### config.mk
export PLATFORM = sky130hd
export DESIGN_NAME = serial_subtractor_ctrl
export DESIGN_NICKNAME = d
export VERILOG_FILES = /design/src/rtl/serial_subtractor_ctrl.sv
export SDC_FILE = /design/constraint.sdc
export NUM_CORES = 1
export LEC_CHECK = 0
export CORE_MARGIN = 10
export CORE_UTILIZATION = 46
export DETAILED_ROUTE_END_ITERATION = 8
export PLACE_DENSITY_LB_ADDON = 0.15
export REMOVE_ABC_BUFFERS = 1
export SLEW_MARGIN = 10
export SYNTH_ARGS = -nofsm -noshare
export SYNTH_HDL_FRONTEND = slang
export SYNTH_SLANG_ARGS = --single-unit
export TNS_END_PERCENT = 5
### constraint.sdc
create_clock -name clk -period 1.7 [get_ports clk]
set_input_delay 0.255 -clock clk [delete_from_list [all_inputs] [get_ports clk]]
set_output_delay 0.255 -clock clk [all_outputs]
set_load 0.005 [all_outputs]
### src/rtl/serial_subtractor_ctrl.sv
// serial_subtractor_ctrl: bit-serial a - b - bin with a start/done handshake,
// one full-subtractor cell reused LSB first over WIDTH cycles.  Rev 1.0
`default_nettype none

module serial_subtractor_fs (
  input  logic a,
  input  logic b,
  input  logic bin,
  output logic diff,
  output logic bout
);
  assign diff = a ^ b ^ bin;
  assign bout = (~a & b) | (~(a ^ b) & bin);
endmodule

module serial_subtractor_ctrl #(
  parameter int WIDTH = 8
) (
  input  logic             clk,
  input  logic             rst_n,
  input  logic             start,
  input  logic             abort,
  input  logic [WIDTH-1:0] a,
  input  logic [WIDTH-1:0] b,
  input  logic             bin,
  output logic             ready,
  output logic             busy,
  output logic             done,
  output logic [WIDTH-1:0] diff,
  output logic             bout,
  output logic             zero
);
  localparam int CW = $clog2(WIDTH);
  localparam logic [CW-1:0] LAST = CW'(WIDTH - 1);

  typedef enum logic [1:0] {
    IDLE = 2'd0,
    RUN  = 2'd1,
    DONE = 2'd2
  } state_t;

  state_t           state;
  state_t           state_nxt;
  logic [WIDTH-1:0] sh_a;
  logic [WIDTH-1:0] sh_b;
  logic [WIDTH-1:0] res;
  logic [WIDTH-1:0] res_nxt;
  logic [CW-1:0]    cnt;
  logic             brw;
  logic             cell_d;
  logic             cell_bo;

  serial_subtractor_fs u_cell (
    .a    (sh_a[0]),
    .b    (sh_b[0]),
    .bin  (brw),
    .diff (cell_d),
    .bout (cell_bo)
  );

  assign res_nxt = {cell_d, res[WIDTH-1:1]};

  always_ff @(posedge clk or negedge rst_n) begin
    if (!rst_n) state <= IDLE;
    else        state <= state_nxt;
  end

  // abort takes priority over completion on the final RUN cycle
  always_comb begin
    state_nxt = state;
    case (state)
      IDLE:    if (start) state_nxt = RUN;
      RUN: begin
        if (abort)             state_nxt = IDLE;
        else if (cnt == LAST)  state_nxt = DONE;
      end
      DONE:    state_nxt = IDLE;
      default: state_nxt = IDLE;
    endcase
  end

  always_ff @(posedge clk or negedge rst_n) begin
    if (!rst_n) begin
      sh_a <= '0;
      sh_b <= '0;
      res  <= '0;
      cnt  <= '0;
      brw  <= 1'b0;
      diff <= '0;
      bout <= 1'b0;
      zero <= 1'b0;
    end else begin
      case (state)
        IDLE: begin
          if (start) begin
            sh_a <= a;
            sh_b <= b;
            brw  <= bin;
            cnt  <= '0;
          end
        end
        RUN: begin
          if (!abort) begin
            sh_a <= sh_a >> 1;
            sh_b <= sh_b >> 1;
            res  <= res_nxt;
            brw  <= cell_bo;
            cnt  <= cnt + CW'(1);
            if (cnt == LAST) begin
              diff <= res_nxt;
              bout <= cell_bo;
              zero <= ~|res_nxt;
            end
          end
        end
        default: ;
      endcase
    end
  end

  assign ready = (state == IDLE);
  assign busy  = (state == RUN);
  assign done  = (state == DONE);

endmodule

`default_nettype wire

==> tab_implementation.tex, run 1 <==
\begin{tabular}{lr}
\hline
Metric & Value \\
\hline
\multicolumn{2}{l}{\textbf{Synthesis}} \\
\quad Post-synth EDFFs & 0 \\
\quad Sequential-to-total area share from yosys stat & 54.47\% \\
\quad Synthesized netlist cell count & 140 \\
\quad Share of the synthesized area in the top cell type & 54.47\% \\
\quad Number of different library cells in the post-synthesis netlist & 25 \\
\quad Fraction of synthesis flops using an asynchronous set or reset pin & 100.0\% \\
\quad Most used flip-flop cell after synthesis & sky130\_fd\_sc\_hd\_\_dfrtp\_1 \\
\quad Mapped cell area & 1792 sq um \\
\quad Most frequent cell after synthesis & sky130\_fd\_sc\_hd\_\_dfrtp\_1 \\
\quad Most frequent cells after synthesis & 39 x sky130\_fd\_sc\_hd\_\_dfrtp\_1, 17 x sky130\_fd\_sc\_hd\_\_mux2\_2, 15 x sky130\_fd\_sc\_hd\_\_mux2i\_1 \\
\quad Count of synthesis-stage warnings from yosys & 0 \\
\quad Area leader, netlist & sky130\_fd\_sc\_hd\_\_dfrtp\_1 \\
\quad Flip-flop and latch count after synthesis & 39 \\
\quad Average size of a mapped cell & 12.80 sq um \\
\quad Largest cells by area after synthesis & sky130\_fd\_sc\_hd\_\_dfrtp\_1 54\%, sky130\_fd\_sc\_hd\_\_mux2\_2 11\%, sky130\_fd\_sc\_hd\_\_mux2i\_1 8.4\% \\
\multicolumn{2}{l}{\textbf{Floorplanning}} \\
\quad Die width & 82.41 um \\
\quad Row cnt & 22 \\
\quad Die Y & 82.41 um \\
\quad Core area & 3716 sq um \\
\quad Number of primary I/O pins & 34 \\
\quad Starting Density & 48.22\% \\
\quad Area of the die & 6791 sq um \\
\multicolumn{2}{l}{\textbf{Power and ir drop}} \\
\quad Combinational group share of total power & between 20\% and 30\% \\
\quad Switching fraction of total power & 28.80\% \\
\quad Total Power Consumption & 2.677 mW \\
\quad Portion of total power attributed to the clock network & around a quarter \\
\quad Static power due to leakage & 1.077 nW \\
\quad Internal power & between 1.5 and 2 mW \\
\quad Peak supply drop & around 0.50 mV \\
\quad Fraction of power consumed by sequential logic & 49.6\% \\
\quad Power density cells & 1157 nW/um\^{}2 \\
\quad Net switching component of the power & between 0.7 and 0.8 mW \\
\multicolumn{2}{l}{\textbf{Drt}} \\
\quad Post-Route WL & 3.661 mm \\
\quad DRT iter0 DRCs & 61 \\
\quad Post-route DRC & 0 \\
\quad Vias after detailed routing & 1,178 \\
\quad Drt first pass iters & 4 \\
\quad Mean routed wirelength per cell & 15.71 um \\
\quad Average vias per placed instance & 5.056 \\
\quad Count of nets left with antenna violations after detail routing & 0 \\
\multicolumn{2}{l}{\textbf{Cells and area}} \\
\quad Layout area overhead & 29.12\% \\
\quad Antenna Diode Count & 0 \\
\quad Post-route non-filler standard cell count & $\sim$230 \\
\quad Final cell area excluding filler cells & between 2000 and 2500 sq um \\
\quad Layout cell share with drive strength beyond 1 & between 20 and 25\% \\
\quad Net count reported at finish & 208 \\
\multicolumn{2}{l}{\textbf{GRT}} \\
\quad Largest net degree at the start of global routing & 40 \\
\quad First-pass GRT wire length & between 6 and 7 mm \\
\quad Global-route congestion overflow total & 0 \\
\quad GRT Resource Usage Total & 11.63\% \\
\quad Via count of the first global-routing pass & 1,235 \\
\quad Number of antenna violations at the first check in global routing & 0 \\
\multicolumn{2}{l}{\textbf{Setup path}} \\
\quad Cell with the largest stage delay on the worst path & sky130\_fd\_sc\_hd\_\_clkdlybuf4s50\_1 \\
\quad Launching point of the worst reg2reg path & cnt[0] \\
\quad Family with the most delay on the worst path & buffers and inverters \\
\quad Arrival time of data at the critical path endpoint & about 1.4 ns \\
\quad Worst setup path endpoint & ready \\
\quad Worst setup path startpoint & state[0] \\
\quad Reg-to-reg slack, setup & 0.15 ns \\
\quad Critical path data required time & 1.44 ns \\
\quad Endpoint of the lowest-slack register-to-register path & diff[4] \\
\quad Slowest Stage Delay on Critical Path & 0.51 ns \\
\quad Critical path buffers and inverters & 1 \\
\quad Number of stages on the worst setup path & 2 \\
\quad Highest net fanout along the worst path & 6 \\
\quad Startpoint types & register \\
\quad Cells along the critical path & nor2\_1 > clkdlybuf4s50\_1 \\
\quad Critical Setup Path Class & register to primary output \\
\quad Worst R2R Path Depth & 5 \\
\quad Crit path capture type & primary output \\
\multicolumn{2}{l}{\textbf{STA}} \\
\quad Worst slew margin relative to its limit & 82.16\% \\
\quad Shortest clock period the worst path allows after layout & 1.613 ns \\
\quad Setup clock skew after layout & 0.005151 ns \\
\quad Final number of max-transition violations & 0 \\
\quad Final clock period utilization by the worst path & between 90\% and 100\% \\
\quad Final Hold Vio Count & 0 \\
\quad Setup repair after global routing missed its margin & false \\
\quad Worst Slack Setup Final & 0.08686 ns \\
\quad Maximum operating frequency & 619.9 MHz \\
\quad Final setup viols & 0 \\
\quad Transition time at the pin with the least slew margin & 0.2651 ns \\
\multicolumn{2}{l}{\textbf{Clocking}} \\
\quad CTS tree & built \\
\quad Clock transition at the registers of the reported paths & 0.07 ns \\
\quad Number of buffers added by the clock tree synthesis step & 5 \\
\quad Total clock sinks & 39 \\
\quad Library cell used as clock root buffer & sky130\_fd\_sc\_hd\_\_clkbuf\_8 \\
\quad H-tree Lvls & 2 \\
\quad Clock insertion delay at the later pin of the skew report & 0.29 ns \\
\quad Max Root-Sink Buffers & 2 \\
\multicolumn{2}{l}{\textbf{Placed design}} \\
\quad Post-placement worst setup slack & 0.03338 ns \\
\quad Number of input and output port buffers inserted & 33 \\
\quad Placed cell count & 220 \\
\quad Routability Congestion & about 0.77 \\
\quad DP Area & 2171 sq um \\
\quad DP Wirelength & 2.581 mm \\
\multicolumn{2}{l}{\textbf{Run}} \\
\quad Max cap viols & 0 \\
\multicolumn{2}{l}{\textbf{Outcome}} \\
\quad Status & finished, final reports clean \\
\multicolumn{2}{l}{\textbf{Min path}} \\
\quad Worst hold-check path type & input port to async pin \\
\hline
\end{tabular}
==> power by group through the flow <==
| stage | Combinational [mW] | Clock (mW) | Sequential (mW) |
|---|---|---|---|
| after floorplan | 0.445 | 0 | 1.30 |
| after global placement | 0.653 | 0 | 1.33 |
| after detailed placement | 0.668 | 0 | 1.34 |
| after CTS | 0.679 | 0.700 | 1.33 |
| after global routing | 0.759 | 0.742 | 1.36 |
| final | 0.674 | 0.674 | 1.33 |
==> per-layer routing <==
| metal | vias up | global-route usage, % | share of wire (%) | wire length, um |
|---|---|---|---|---|
| li1 | 579 | - | - | - |
| met1 | 571 | 14.74 | 45 | 1643 |
| met2 | 26 | 17.96 | 48 | 1767 |
| met3 | 2 | 4.320 | 6.0 | 221 |
| met4 | 0 | 3.741 | 0.76 | 28 |
| met5 | - | 0 | 0 | 0 |
==> sequential cells by signal, indices dropped and copies added (netlist names) <==
name,flops
bout,1
sh_b,8
res,7
cnt,3
zero,1
brw,1
sh_a,8
diff,8
state,2
==> repair_timing <==
item | in CTS | in global routing
setup endpoints to repair | 2 | 1
pin swaps | 0 | 0
resized for setup | 2 | 1
hold buffers | 1 | 0
hold endpoints to repair | 39 | 0
setup buffers | 2 | 2
==> final cells by class <==
cell class | count | area (sq um)
Multi-Input combinational cell | 84 | 703.2
Inverter | 7 | 26.28
Tap cell | 48 | 60.06
Clock buffer | 8 | 100.1
Fill cell | 300 | 1403
Sequential cell | 39 | 977.2
Timing Repair Buffer | 47 | 446.7
==> logic make-up (layout without fill, tap and decap cells) <==
kind of cell / after synthesis / after routing / synth area share [%]
AO/OA/AOI/OAI: 20 / 20 / 6.145
adder cells (fa/ha/maj): 3 / 3 / 2.514
buffers and inverters: 17 / 62 / 6.284
flip-flops: 39 / 39 / 54.47
multiplexers: 33 / 33 / 19.90
AND/OR/NAND/NOR: 28 / 28 / 10.69
==> tightest hold or removal path: stages <==
cell and delay [ns]:
sky130_fd_sc_hd__dlygate4sd3_1 0.51, sky130_fd_sc_hd__buf_2 0.12, sky130_fd_sc_hd__buf_12 0.22
==> placed cells by master, fill, tap and decap left out, drive strengths merged <==
cell type	n
nand4bb	1
clkbuf	8
nand2	3
mux2	18
a21oi	13
dfrtp	39
nand4b	2
a22o	2
mux2i	15
or2	1
inv	7
ha	2
clkdlybuf4s50	30
a21o	1
dlygate4sd3	1
nor3	12
o21ai	4
fa	1
buf	14
nor4	2
nor3b	3
nand2b	1
nor2	2
nor2b	1
dlygate4sd2	1
dlymetal6s2s	1
==> worst min-delay path by stage <==
stage / from / endpoint
finish: rst_n / sh_a[3]
global route: rst_n / sh_b[3]
CTS: rst_n / sh_a[2]
detailed placement: rst_n / sh_a[2]
global placement: rst_n / sh_a[2]
floorplan: rst_n / bout
==> stage by stage <==
stage	hold slack, ns	utilization (%)	TNS (ns)
2_1_floorplan	-0.04059	-	-3.951
3_3_place_gp	0.2367	58.42	0
3_5_place_dp	0.2376	58.42	0
4_1_cts	0.4540	61.78	0
5_1_grt	0.4614	62.26	0
6_report	0.4559	62.26	0
No activity file was read; power rests on OpenSTA's default activity.
==> inputs of run 2 (changes only) <==
--- a/config.mk
+++ b/config.mk
@@ -6,7 +6,7 @@
 export NUM_CORES = 1
 export LEC_CHECK = 0
 export CORE_MARGIN = 10
-export CORE_UTILIZATION = 46
+export CORE_UTILIZATION = 50
 export DETAILED_ROUTE_END_ITERATION = 8
 export PLACE_DENSITY_LB_ADDON = 0.15
 export REMOVE_ABC_BUFFERS = 1
==> constraint.sdc (replaced) <==
create_clock -name clk -period 1.6 [get_ports clk]
set_input_delay 0.24 -clock clk [delete_from_list [all_inputs] [get_ports clk]]
set_output_delay 0.24 -clock clk [all_outputs]
set_load 0.005 [all_outputs]
==> tab_implementation.tex, run 2 (synthesized netlist as in run 1, its figures left out) <==
\begin{tabular}{lr}
\hline
Metric & Value \\
\hline
\multicolumn{2}{l}{\textbf{Power and ir drop}} \\
\quad Peak supply drop & 0.7041 mV \\
\quad Power density cells & 1188 nW/um\^{}2 \\
\quad Static power due to leakage & 1.041 nW \\
\quad Total Power Consumption & about 2.7 mW \\
\multicolumn{2}{l}{\textbf{STA}} \\
\quad Transition time at the pin with the least slew margin & 0.4948 ns \\
\quad Final Hold Vio Count & 0 \\
\quad Worst slew margin relative to its limit & 67.01\% \\
\quad Shortest clock period the worst path allows after layout & 1.548 ns \\
\quad Final clock period utilization by the worst path & 96.72\% \\
\quad Setup clock skew after layout & approximately 0.0052 ns \\
\quad Worst hold slack & 0.4662 ns \\
\quad Final setup viols & 0 \\
\quad Maximum operating frequency & 646.2 MHz \\
\quad Final number of max-transition violations & 0 \\
\multicolumn{2}{l}{\textbf{Drt}} \\
\quad Drt first pass iters & 4 \\
\quad Post-Route WL & 3.596 mm \\
\quad Count of nets left with antenna violations after detail routing & 0 \\
\quad Mean routed wirelength per cell & 15.63 um \\
\quad DRT iter0 DRCs & $\sim$50 \\
\quad Vias after detailed routing & about 1.2k \\
\quad Post-route DRC & 0 \\
\quad Average vias per placed instance & roughly 5.3 \\
\multicolumn{2}{l}{\textbf{Cells and area}} \\
\quad Top library cells by usage in the layout, fill and taps aside & 37 x sky130\_fd\_sc\_hd\_\_dfrtp\_1, 29 x sky130\_fd\_sc\_hd\_\_clkdlybuf4s50\_1, 17 x sky130\_fd\_sc\_hd\_\_mux2\_2 \\
\quad Fillcell total & 259 \\
\quad Utilization of the core after routing & 67.33\% \\
\quad Leading registers by flop count & diff (8), sh\_a (8), sh\_b (8) \\
\quad Layout area overhead & 27.37\% \\
\quad Layout cell share with drive strength beyond 1 & 24.46\% \\
\quad Most frequent standard cell in the layout excluding fill and tap cells & sky130\_fd\_sc\_hd\_\_dfrtp\_1 \\
\quad Post-route non-filler standard cell count & 230 \\
\quad Antenna Diode Count & 0 \\
\quad Net count reported at finish & 207 \\
\multicolumn{2}{l}{\textbf{GRT}} \\
\quad Number of antenna violations at the first check in global routing & 0 \\
\quad Global-route congestion overflow total & 0 \\
\quad Largest net degree at the start of global routing & 40 \\
\quad First-pass GRT wire length & $\sim$6.2 mm \\
\quad GRT Resource Usage Total & approximately 12\% \\
\quad Via count of the first global-routing pass & 1,327 \\
\multicolumn{2}{l}{\textbf{Setup path}} \\
\quad Highest net fanout along the worst path & 13 \\
\quad Crit path capture type & register \\
\quad Critical path data required time & $\sim$1.8 ns \\
\quad Startpoint types & register \\
\quad Critical Setup Path Class & register to register \\
\quad Arrival time of data at the critical path endpoint & roughly 1.8 ns \\
\multicolumn{2}{l}{\textbf{Floorplanning}} \\
\quad Area of the die & 6378 sq um \\
\quad Starting Density & 52.86\% \\
\quad Die width & 79.86 um \\
\quad Core area & 3390 sq um \\
\quad Row cnt & 21 \\
\quad Number of primary I/O pins & 34 \\
\quad Die Y & 79.86 um \\
\multicolumn{2}{l}{\textbf{Clocking}} \\
\quad Library cell used as clock root buffer & sky130\_fd\_sc\_hd\_\_clkbuf\_4 \\
\quad Max Root-Sink Buffers & 2 \\
\quad H-tree Lvls & 2 \\
\quad Number of buffers added by the clock tree synthesis step & 5 \\
\quad Clock transition at the registers of the reported paths & 0.11 ns \\
\quad CTS tree & built \\
\quad Clock insertion delay at the later pin of the skew report & about 0.34 ns \\
\quad Total clock sinks & 39 \\
\multicolumn{2}{l}{\textbf{Placed design}} \\
\quad Placed cell count & 220 \\
\quad DP Wirelength & approximately 2.6 mm \\
\quad Number of input and output port buffers inserted & 33 \\
\quad Routability Congestion & 0.7415 \\
\multicolumn{2}{l}{\textbf{Run}} \\
\quad Max cap viols & 0 \\
\multicolumn{2}{l}{\textbf{Outcome}} \\
\quad Status & finished, final reports clean \\
\multicolumn{2}{l}{\textbf{Min path}} \\
\quad Worst hold-check path type & input port to async pin \\
\hline
\end{tabular}
==> run 2: path summary, 6_finish.rpt <==
check | startpoint | endpoint | slack, ns | cells past startpoint
min in group clk | zero | zero | 0.50 | 2
setup reg to reg | cnt[0] | diff[7] | 0.05 | 5
setup / recovery | cnt[0] | diff[7] | 0.05 | 5
max in group asynchronous | rst_n | state[0] | 0.76 | 3
hold / removal | rst_n | diff[6] | 0.47 | 3
hold reg to reg | zero | zero | 0.50 | 2
==> run 2: metrics by stage <==
| stage | setup WS, ns | area (sq um) | TNS (ns) |
|---|---|---|---|
| after CTS | 0.02140 | 2272 | 0 |
| after floorplan | -0.5148 | 1705 | -6.562 |
| after global routing | -0.01741 | 2282 | -0.01741 |
| after global placement | 0.03346 | 2183 | 0 |
| after detailed placement | 0.0005427 | 2183 | 0 |
| final | 0.05247 | 2282 | 0 |
==> run 2: what timing repair did <==
| action | in CTS | in global routing |
|---|---|---|
| setup buffers | 1 | 0 |
| gates resized for setup | 6 | 3 |
| endpoints found under the setup margin | 5 | 10 |
| endpoints found under the hold margin | 39 | 0 |
| hold buffers | 1 | 0 |
==> run 2: area by class of cell <==
cell class                      count  area, sq um  share of cell area, %
Inverter                            7        26.28                  1.151
Timing Repair Buffer               46        439.2                  19.24
Clock buffer                        8        68.82                  3.015
Tap cell                           46        57.56                  2.522
Sequential cell                    39        978.4                  42.87
Multi-Input combinational cell     84        711.9                  31.20
==> run 2: power by group <==
part	internal (mW)	total (mW)	switching, mW	leakage (nW)
logic	0.406	0.716	0.310	0.524
clock network	0.259	0.572	0.313	0.0386
registers	1.23	1.42	0.192	0.479
total	1.90	2.71	0.815	1.04
==> run 2: per-layer routing <==
metal	vias up	track usage (%)	share of wire, %
li1	581	-	-
met1	600	14.75	44
met2	38	19.26	47
met3	4	4.617	7.3
met4	0	3.697	1.1
met5	-	0	0
==> run 2: critical path, cell delays in order, from the launching register on <==
cell and delay (ns):
sky130_fd_sc_hd__dfrtp_1 0.41, sky130_fd_sc_hd__ha_1 0.22, sky130_fd_sc_hd__ha_2 0.19, sky130_fd_sc_hd__nand4bb_1 0.11, sky130_fd_sc_hd__buf_6 0.17, sky130_fd_sc_hd__mux2_2 0.34
==> inputs of run 3 (changes only) <==
--- a/config.mk
+++ b/config.mk
@@ -7,6 +7,7 @@
 export LEC_CHECK = 0
 export CORE_MARGIN = 10
 export CORE_UTILIZATION = 50
+export CTS_CLUSTER_SIZE = 10
 export DETAILED_ROUTE_END_ITERATION = 8
 export PLACE_DENSITY_LB_ADDON = 0.15
 export REMOVE_ABC_BUFFERS = 1
==> results of run 3 <==
Same layout as run 2: the final DEF is identical, and so are final timing and power.
